### src/rtl/rc4_prga.sv
// RC4 pseudo-random generation and decrypt stage.
// Walks the key-scheduled S array in place, XORs the keystream with a
// length-prefixed ciphertext buffer and writes the length-prefixed plaintext.
// Every output is a register. The address or data intended for state X is
// computed while leaving the previous state, so it is already on the pins
// during X. Read data is consumed one cycle after its address is on the pins.
module rc4_prga (
  input  logic       clk,
  input  logic       rst_n,
  input  logic       en,
  output logic       rdy,
  output logic [7:0] s_addr,
  input  logic [7:0] s_rddata,
  output logic [7:0] s_wrdata,
  output logic       s_wren,
  output logic [7:0] ct_addr,
  input  logic [7:0] ct_rddata,
  output logic [7:0] pt_addr,
  output logic [7:0] pt_wrdata,
  output logic       pt_wren
);

  typedef enum logic [3:0] {
    IDLE,
    RD_LEN,
    WAIT_LEN,
    WR_LEN,
    NEXT,
    WAIT_SI,
    CALC_J,
    RD_SJ,
    WAIT_SJ,
    WR_I,
    WR_J,
    RD_PAD,
    WAIT_PAD,
    WR_PT
  } state_t;

  state_t     state_q, state_d;
  logic [7:0] i_q, i_d;
  logic [7:0] j_q, j_d;
  logic [7:0] k_q, k_d;
  logic [7:0] len_q, len_d;
  logic [7:0] si_q, si_d;
  logic [7:0] sj_q, sj_d;
  logic [7:0] ctb_q, ctb_d;
  logic       rdy_q, rdy_d;
  logic [7:0] s_addr_q, s_addr_d;
  logic [7:0] s_wrdata_q, s_wrdata_d;
  logic       s_wren_q, s_wren_d;
  logic [7:0] ct_addr_q, ct_addr_d;
  logic [7:0] pt_addr_q, pt_addr_d;
  logic [7:0] pt_wrdata_q, pt_wrdata_d;
  logic       pt_wren_q, pt_wren_d;

  assign rdy       = rdy_q;
  assign s_addr    = s_addr_q;
  assign s_wrdata  = s_wrdata_q;
  assign s_wren    = s_wren_q;
  assign ct_addr   = ct_addr_q;
  assign pt_addr   = pt_addr_q;
  assign pt_wrdata = pt_wrdata_q;
  assign pt_wren   = pt_wren_q;

  // Next-state, datapath updates and next values of the registered outputs.
  always_comb begin
    state_d     = state_q;
    i_d         = i_q;
    j_d         = j_q;
    k_d         = k_q;
    len_d       = len_q;
    si_d        = si_q;
    sj_d        = sj_q;
    ctb_d       = ctb_q;
    s_addr_d    = s_addr_q;
    s_wrdata_d  = s_wrdata_q;
    s_wren_d    = 1'b0;
    ct_addr_d   = ct_addr_q;
    pt_addr_d   = pt_addr_q;
    pt_wrdata_d = pt_wrdata_q;
    pt_wren_d   = 1'b0;

    case (state_q)
      IDLE: begin
        if (en) begin
          i_d       = '0;
          j_d       = '0;
          k_d       = '0;
          ct_addr_d = '0;
          state_d   = RD_LEN;
        end
      end
      RD_LEN: state_d = WAIT_LEN;
      WAIT_LEN: begin
        len_d       = ct_rddata;
        pt_addr_d   = '0;
        pt_wrdata_d = ct_rddata;
        pt_wren_d   = 1'b1;
        state_d     = WR_LEN;
      end
      WR_LEN: state_d = NEXT;
      NEXT: begin
        // Compare before incrementing so k stops at L without wrapping.
        if (k_q == len_q) begin
          state_d = IDLE;
        end else begin
          k_d      = k_q + 8'd1;
          i_d      = i_q + 8'd1;
          s_addr_d = i_q + 8'd1;
          state_d  = WAIT_SI;
        end
      end
      WAIT_SI: state_d = CALC_J;
      CALC_J: begin
        si_d     = s_rddata;
        j_d      = j_q + s_rddata;
        s_addr_d = j_q + s_rddata;
        state_d  = RD_SJ;
      end
      RD_SJ: state_d = WAIT_SJ;
      WAIT_SJ: begin
        sj_d       = s_rddata;
        s_addr_d   = i_q;
        s_wrdata_d = s_rddata;
        s_wren_d   = 1'b1;
        state_d    = WR_I;
      end
      WR_I: begin
        s_addr_d   = j_q;
        s_wrdata_d = si_q;
        s_wren_d   = 1'b1;
        ct_addr_d  = k_q;
        state_d    = WR_J;
      end
      WR_J: begin
        // Pad address goes out only after the second swap write has landed.
        s_addr_d = si_q + sj_q;
        state_d  = RD_PAD;
      end
      RD_PAD: begin
        ctb_d   = ct_rddata;
        state_d = WAIT_PAD;
      end
      WAIT_PAD: begin
        pt_addr_d   = k_q;
        pt_wrdata_d = s_rddata ^ ctb_q;
        pt_wren_d   = 1'b1;
        state_d     = WR_PT;
      end
      WR_PT: state_d = NEXT;
      default: state_d = IDLE;
    endcase

    rdy_d = (state_d == IDLE);
  end

  // State, datapath and output registers with synchronous active-low reset.
  always_ff @(posedge clk) begin
    if (!rst_n) begin
      state_q     <= IDLE;
      i_q         <= '0;
      j_q         <= '0;
      k_q         <= '0;
      len_q       <= '0;
      si_q        <= '0;
      sj_q        <= '0;
      ctb_q       <= '0;
      rdy_q       <= 1'b1;
      s_addr_q    <= '0;
      s_wrdata_q  <= '0;
      s_wren_q    <= 1'b0;
      ct_addr_q   <= '0;
      pt_addr_q   <= '0;
      pt_wrdata_q <= '0;
      pt_wren_q   <= 1'b0;
    end else begin
      state_q     <= state_d;
      i_q         <= i_d;
      j_q         <= j_d;
      k_q         <= k_d;
      len_q       <= len_d;
      si_q        <= si_d;
      sj_q        <= sj_d;
      ctb_q       <= ctb_d;
      rdy_q       <= rdy_d;
      s_addr_q    <= s_addr_d;
      s_wrdata_q  <= s_wrdata_d;
      s_wren_q    <= s_wren_d;
      ct_addr_q   <= ct_addr_d;
      pt_addr_q   <= pt_addr_d;
      pt_wrdata_q <= pt_wrdata_d;
      pt_wren_q   <= pt_wren_d;
    end
  end

endmodule

### config.mk
export PLATFORM = sky130hd
export DESIGN_NAME = rc4_prga
export DESIGN_NICKNAME = d
export VERILOG_FILES = /design/src/rtl/rc4_prga.sv
export SDC_FILE = /design/constraint.sdc
export NUM_CORES = 1
export LEC_CHECK = 0
export BUFFER_PORTS_ARGS = -buffer_cell sky130_fd_sc_hd__buf_2
export CORE_UTILIZATION = 45
export CTS_CLUSTER_DIAMETER = 100
export DETAILED_ROUTE_END_ITERATION = 16
export PLACE_DENSITY_LB_ADDON = 0.2
export SLEW_MARGIN = 25
export SYNTH_ARGS = -nofsm -noshare
export SYNTH_HDL_FRONTEND = slang
export SYNTH_SLANG_ARGS = --single-unit
### constraint.sdc
create_clock -name clk -period 2.9 [get_ports clk]
set_input_delay 0.145 -clock clk [delete_from_list [all_inputs] [get_ports clk]]
set_output_delay 0.145 -clock clk [all_outputs]
set_load 0.05 [all_outputs]
* Word level (Yosys, flattened, before mapping)
Index checks and enable logic that the tools add are counted.
** Storage, ports and cells
- Flip-flop bits (word level) :: 103
- Output and inout port bits :: 43
- Logic and storage cells :: 68
** Operators by class
- Add/subtract/negate cells :: 4
- Equality and inequality tests :: 16
- Muxes and demuxes :: 16
- Bitwise logic cells :: 1
- Reduce and logical (&&, ||, !) cells :: 15
** Operators with widths (number)
- $pmux W8 S2 :: 7
- $pmux W4 S13 :: 1
- $pmux W8 S5 :: 1
- $eq A4 B4 Y1 const B :: 6
- $mux W8 :: 3
- $add A8 B1 Y8 const B :: 2
- $add A8 B8 Y8 :: 2
- $eq A4 B3 Y1 const B :: 4
- $reduce_bool A2 Y1 :: 5
- $eq A4 B2 Y1 const B :: 2
- $eq A8 B8 Y1 :: 1
- $logic_not A4 Y1 :: 2
- $xor A8 B8 Y8 :: 1
- $reduce_and A2 Y1 :: 3
- $reduce_or A2 Y1 :: 3
- $reduce_bool A5 Y1 :: 1
- $eq A4 B1 Y1 const B :: 1
- $mux W4 :: 1
- $ne A2 B2 Y1 const B :: 2
- $mux W3 :: 1
- $reduce_and A3 Y1 :: 1
- $mux W1 :: 2

* Logic depth before layout (Yosys ltp)
Gate-level depths: netlist of run 1.
- Depth in word-level cells :: 4
- Depth in mapped cells :: 8
- Gate-level depth less buffers :: 8

* Worst setup path before layout of run 1
OpenSTA, ideal clock, no wires.
- Kind :: reg2reg
- Start point :: register j_q[0]
- End point :: register s_addr_q[6] (netlist: s_addr[6])
- Setup time :: 0.125 ns
- Data arrival time :: 1.823 ns
- Path slack :: 0.952 ns
- Cell stages (with the launch flop) :: 9
- Path buffers :: 0
- Clock period less this slack :: 1.948 ns
- Cell sequence :: dfxtp_1 ha_1 fa_1 a211oi_1 o21bai_1 a21oi_1 xnor2_1 a211oi_1 o22ai_1
** Between the ends
- Word-level cells in the longest chain between the ends :: 2
** Ends and longest elaborated chain
- start, declared :: RTL line 42 : logic [7:0] j_q, j_d;
- start signal, assigned :: RTL line 180 : j_q <= j_d;
- $add A8 B8 Y8 :: RTL line 118 : s_addr_d = j_q + s_rddata;
- $pmux W8 S5 :: RTL line 84 : case (state_q)
- end signal, assigned :: RTL line 187 : s_addr_q <= s_addr_d;
- end, declared :: RTL line 49 : logic [7:0] s_addr_q, s_addr_d;
Every way passes these cells.
A chain may end at the register's enable or synchronous reset.

* Worst setup path in the final report of run 1
- Start point :: register state_q[0]
- End point :: register k_q[6]
** Between the ends
- Word-level cells in the longest chain between the ends :: 3
- Elaborated cells between the ends (all ways) :: 7
- Those cells by class :: 3 x eq/ne; 1 x mux; 3 x reduce/logical
** Ends and longest elaborated chain
- start, declared :: RTL line 40 : state_t state_q, state_d;
- start signal, assigned :: RTL line 178 : state_q <= state_d;
- $eq A4 B3 Y1 / $logic_not A4 Y1 (equally long branches) :: RTL line 84
- $ne A2 B2 Y1 (no line) / $reduce_bool A2 Y1 (equally long branches)
- $reduce_and A3 Y1 (no line)
- end signal, assigned :: RTL line 181 : k_q <= k_d;
- end, declared :: RTL line 43 : logic [7:0] k_q, k_d;
Parallel ways exist; a longest one is shown, timed or not.

==> results of run 1 <==
area by class of cell:
| class | count | area [um2] |
|---|---|---|
| fillers | 1030 | 4916 |
| multi-input cells | 464 | 2699 |
| flip-flops and latches | 103 | 2062 |
| repair buffers | 75 | 410.4 |
| well taps | 136 | 170.2 |
| clock buffers | 9 | 123.9 |
| clock inverters | 6 | 62.56 |
| inverters | 5 | 18.77 |
flip-flops by register name (all words and copies together) (netlist names):
register	cells
i_q	8
k_q	8
s_addr	8
pt_wrdata	8
s_wren	1
len_q	8
ct_addr	8
ctb_q	8
s_wrdata	8
sj_q	8
rdy	1
pt_addr	8
si_q	8
state_q	4
j_q	8
pt_wren	1
per-layer routing:
layer	routed length, um	up-vias	share of wire, %
li1	-	2225	-
met4	173	0	1.3
met3	868	16	6.4
met2	6523	150	48
met5	0	-	0
met1	6041	2176	44
cell usage after synthesis, types with 3 or more instances:
library cell,number,area [um2]
nand2_1,124,465.5
dfxtp_1,103,2062
a21oi_1,60,300.3
nor2_1,58,217.7
xor2_1,29,254.0
o21ai_0,23,115.1
a22oi_1,20,150.1
a31oi_1,20,125.1
clkbuf_1,20,75.07
nand3_1,20,100.1
ha_1,16,200.2
a211oi_1,8,60.06
buf_2,8,40.04
and3_1,7,43.79
a21o_1,6,45.04
nor3_1,6,30.03
o22ai_1,6,37.54
xnor2_1,6,52.55
nand2b_1,5,31.28
o211ai_1,5,37.54
inv_1,4,15.01
o2111ai_1,4,35.03
or3_1,4,25.02
buf_4,3,22.52
nor2_2,3,18.77
o21bai_1,3,22.52
or4_1,3,22.52
critical path, delay by kind of cell, from the launching register on:
kind	cells	cell delay, ps
AND/OR/NAND/NOR	5	1420
flip-flops	1	570
AO/OA/AOI/OAI	1	470
kinds of logic after synthesis:
logic type,count (synthesis),synth area share (%)
and+or+nand+nor,241,21.44
AOI/OAI and AO/OA,168,21.69
DFF,103,41.76
buffers and inverters,38,3.624
xor gates and xnor gates,35,6.209
adders and majority gates,18,4.866
muxes,2,0.4055
power by group:
| group | internal (W) | total (W) | switching (W) | leakage (nW) |
|---|---|---|---|---|
| clock network | 0.000393 | 0.000891 | 0.000498 | 0.0988 |
| logic | 0.0000755 | 0.000280 | 0.000205 | 1.34 |
| registers | 0.00144 | 0.00147 | 0.0000312 | 0.831 |
stage by stage:
step	hold WS, ps	std cells	util (%)
2_1_floorplan	281.0	605	-
3_3_place_gp	403.4	783	51.21
3_5_place_dp	407.4	783	51.21
4_1_cts	6.196	798	52.99
5_1_grt	7.027	798	53.01
6_report	14.66	798	53.01
cell usage in the layout (no fill, tap or decap), types with 3 or more instances in the layout:
master	count
xnor2_1	6
buf_4	14
ha_1	16
a21oi_1	60
o211ai_1	5
nand2b_1	5
nor2_1	57
o21ai_0	23
o2111ai_1	4
a22oi_1	20
a21o_1	6
a31oi_1	20
dfxtp_1	103
nor2_2	4
or3_1	4
a211oi_1	8
clkinv_2	3
and3_1	7
or4_1	3
o22ai_1	6
xor2_1	29
inv_1	4
o21bai_1	3
clkbuf_8	9
nor3_1	6
nand2_1	124
nand3_1	20
buf_2	61
path summary, 6_finish.rpt:
| check | startpoint | to | slack (ps) | cells after the start |
|---|---|---|---|---|
| setup / recovery | state_q[0] | k_q[6] | 370 | 6 |
| hold / removal | ct_rddata[1] | ctb_q[1] | 10 | 3 |
| setup reg to reg | state_q[0] | k_q[6] | 370 | 6 |
| hold reg to reg | sj_q[6] | sj_q[6] | 470 | 2 |
==> results.yml, run 1 <==
clocking:
  cts_tree: "built"
  clockBufferDepth: 2
  htree_levels: 3
  ctsRootBufferMaster: "clkbuf_8"
  cts_setup_buffers: 0
  postCtsHoldBufs: 0
  clkTransAtPathRegs_ps: 100
  clk_latency_ps: 380
  cts_made_buffers: 9
  cts_resized: 0
  numClockSinks: 103
floorplan:
  num_rows: 37
  initial_core_util_pct: 47.19
  die-area_um2: 11390
  core_um2: 10460
  io_pins: 62
  dieHeight_um: 106.7
  die_w_um: 106.7
synthesis:
  synth_nets: 642
  synth-edff-count: 0
  syn_area_per_cell_um2: 8.161
  synth.distinct_cells: 50
  yosysWarnings: 0
  postSynthCellCount: 605
  synth_area_um2: 4937
  synth_ff_type: "dfxtp_1"
  synth-seq-cells: 103
  synth-seq-area-share_pct: 41.76
  async_flop_share_pct: 0
global_route:
  busiest_layer: "met2"
  grt.met1_usage_pct: 33.38
  grt_use_met2_pct: 40.51
  grt-ovfl-total: 0
  grt_usage_pct: 24.68
  grtUsageMet3_pct: 3.587
  antenna_found_initial: 0
  grt_max_degree: 49
  grt_pass1_vias: 4213
  grt_pass1_wl_mm: 21.74
sta:
  setup_viol: 0
  slew_violations: 0
  setup_tns_ps: 0
  worst_pin_slew_ps: 868.2
  hold_viol: 0
  finClkSkew_ps: 13.77
  layout_worst_path_cycle_share_pct: 87.12
  slew_headroom_pct: 42.03
  fmax_mhz: 395.8
  rsz0062_at_grt: "no"
  layout_min_cycle_time_ps: 2526
  fin_ws_ps: 373.5
power:
  ir_worst_vdd_uv: 224.2
  p_leak_nw: 2.274
  power_density_nw_per_um2: 476.0
  finalPower_w: 0.002640
worst_setup_path:
  worstSetupPathType: "flop to flop"
  arrival_ps: 2840
  worst_path_most_repeated_cell: "nand2_1"
  crit_path_start_kind: "flop"
  worstSetupEndpointType: "flop"
  path_cells: "nor2_1 > nand2_1 > a21oi_4 > nor2_2 > or4_1 > nand2_1"
  critical-path-max-stage-delay_ps: 570
  critPathSlowestCell: "dfxtp_1"
  crit_fanout: 22
  cp.required_ps: 3220
final_layout:
  diodes: 0
  stdcell_area_um2: 5547
  drive_above_1_share_pct: 15.71
  final_nets: 695
  area_delta_synth_final_pct: 12.34
place:
  gp_congestion: 0.8124
  place_worst_setup_slack_ps: 408.2
  placed_cell_area_um2: 5358
  port_buffers: 61
  dp_hpwl_mm: 9.782
min_path:
  min_path_type: "input port to flop"
routing:
  drc: 0
  wire_per_inst_um: 17.05
  ant_nets: 0
  routed_wl_mm: 13.61
  first_pass_iters: 5
  drt_iter0_drc: 368
  viasPerCell: 5.723
  num_vias: 4567
run:
  maxCapViolCount: 0
status:
  status: "finished clean"
(Power assumes the default switching activity.)
==> run 2, diff against run 1 <==
--- a/config.mk
+++ b/config.mk
@@ -6,7 +6,7 @@
 export NUM_CORES = 1
 export LEC_CHECK = 0
 export BUFFER_PORTS_ARGS = -buffer_cell sky130_fd_sc_hd__buf_2
-export CORE_UTILIZATION = 45
+export CORE_UTILIZATION = 35
 export CTS_CLUSTER_DIAMETER = 100
 export DETAILED_ROUTE_END_ITERATION = 16
 export PLACE_DENSITY_LB_ADDON = 0.2
==> run 2 against run 1 <==
Compared with the run above: clock-buffer cell count is 2 higher; first-iteration DRC count is 21% lower; final area is 3.2% higher; global-route usage is 4.3 points lower; utilization is 12 points lower; sequential share of layout area is 1.2 points lower; sequential cell count stayed put.
==> results.yml, run 2 (synthesized netlist as in run 1, its figures left out) <==
final_layout:
  stdcell_area_um2: 5727
  drive_above_1_share_pct: 15.02
  final_cell_mix: "nand2_1, dfxtp_1, buf_2"
  diodes: 0
  final_common_cell: "nand2_1"
  fin_cells: 839
  area_delta_synth_final_pct: 15.99
  final_nets: 691
place:
  place_worst_setup_slack_ps: 632.4
  post-place-cells: 823
  dp_hpwl_mm: 10.31
  gp_congestion: 0.8555
  placed_cell_area_um2: 5395
  port_buffers: 61
clocking:
  cts_setup_buffers: 0
  numClockSinks: 103
  clk_latency_ps: 360
  cts_made_buffers: 9
  cts_resized: 0
  cts_tree: "built"
  clockBufferDepth: 2
  htree_levels: 3
  postCtsHoldBufs: 0
  clkTransAtPathRegs_ps: 70
  ctsRootBufferMaster: "clkbuf_16"
worst_setup_path:
  crit_fanout: 18
  r2r_slack_ps: 600
  worstSetupEndpointType: "flop"
  worstSetupPathType: "flop to flop"
  crit_path_start_kind: "flop"
  cp.required_ps: 3200
  arrival_ps: 2610
sta:
  fmax_mhz: 434.5
  slew_violations: 0
  hold_viol: 0
  worst_pin_slew_ps: 891.5
  setup_tns_ps: 0
  layout_min_cycle_time_ps: 2301
  rsz0062_at_grt: "no"
  finClkSkew_ps: 8.623
  setup_viol: 0
  fin_ws_ps: 598.6
  layout_worst_path_cycle_share_pct: 79.36
  slew_headroom_pct: 40.48
floorplan:
  num_rows: 43
  core_um2: 13830
  die-area_um2: 14590
  io_pins: 62
  initial_core_util_pct: 35.71
  die_w_um: 120.8
  dieHeight_um: 120.8
routing:
  viasPerCell: 5.373
  drc: 0
  num_vias: 4508
  wire_per_inst_um: 17.25
  first_pass_iters: 5
  routed_wl_mm: 14.47
  drt_iter0_drc: 291
  ant_nets: 0
min_path:
  min_path_type: "input port to flop"
run:
  maxCapViolCount: 0
power:
  power_density_nw_per_um2: 542.6
  p_leak_nw: 2.321
  ir_worst_vdd_uv: 544.8
global_route:
  grt.met1_usage_pct: 28.99
  grt-ovfl-total: 0
  busiest_layer: "met2"
  grt_use_met2_pct: 30.89
  grt_usage_pct: 20.40
  antenna_found_initial: 0
  grt_pass1_wl_mm: 22.62
  grt_max_degree: 47
  grt_pass1_vias: 4152
  grtUsageMet3_pct: 3.774
status:
  status: "finished clean"
run 2: cell count changes in the layout (fill, tap and decap cells not counted), sizes merged:
cell    delta
inv        +2
clkbuf     +2
clkinv     -4
buf        -4
bufinv     +1
run 2: stage by stage:
stage	util [%]	power (W)	hold slack, ps
2_1_floorplan	-	0.001693	281.0
3_3_place_gp	39.02	0.001779	403.0
3_5_place_dp	39.02	0.001783	406.2
4_1_cts	41.42	0.003142	19.34
5_1_grt	41.42	0.003226	34.57
6_report	41.42	0.003107	36.54
run 2: routing by layer:
metal / share of wire, % / vias up
met4: 1.4 / 0
met5: 0 / -
met2: 45 / 119
met1: 49 / 2139
met3: 4.7 / 14
li1: - / 2236
run 2: cell type report:
| cell class | instances | area (um2) |
|---|---|---|
| Timing Repair Buffer | 71 | 392.9 |
| Sequential cell | 103 | 2062 |
| Clock inverter | 5 | 88.84 |
| Inverter | 5 | 18.77 |
| Tap cell | 180 | 225.2 |
| Multi-Input combinational cell | 464 | 2696 |
| Fill cell | 1365 | 8100 |
| Clock buffer | 11 | 242.7 |
run 2: report_power, final:
group	internal (W)	total, W	switching (W)	leakage (nW)
Sequential	0.00144	0.00147	0.0000290	0.831
Clock	0.000792	0.00136	0.000565	0.162
Combinational	0.0000762	0.000284	0.000208	1.33
Total	0.00231	0.00311	0.000802	2.32
run 2: worst max-delay path: stages, from the launching register on:
cell and delay, ps:
dfxtp_1 460, nor2_1 340, nand2_1 200, a21oi_4 430
nor2_2 210, or4_1 530, nand2_1 70
run 2: path summary, 6_finish.rpt:
kind	depth (start not counted)	startpoint	endpoint
min	3	ct_rddata[3]	ctb_q[3]
min reg2reg	2	sj_q[6]	sj_q[6]
max reg2reg	6	state_q[1]	k_q[6]
max	6	state_q[1]	k_q[6]
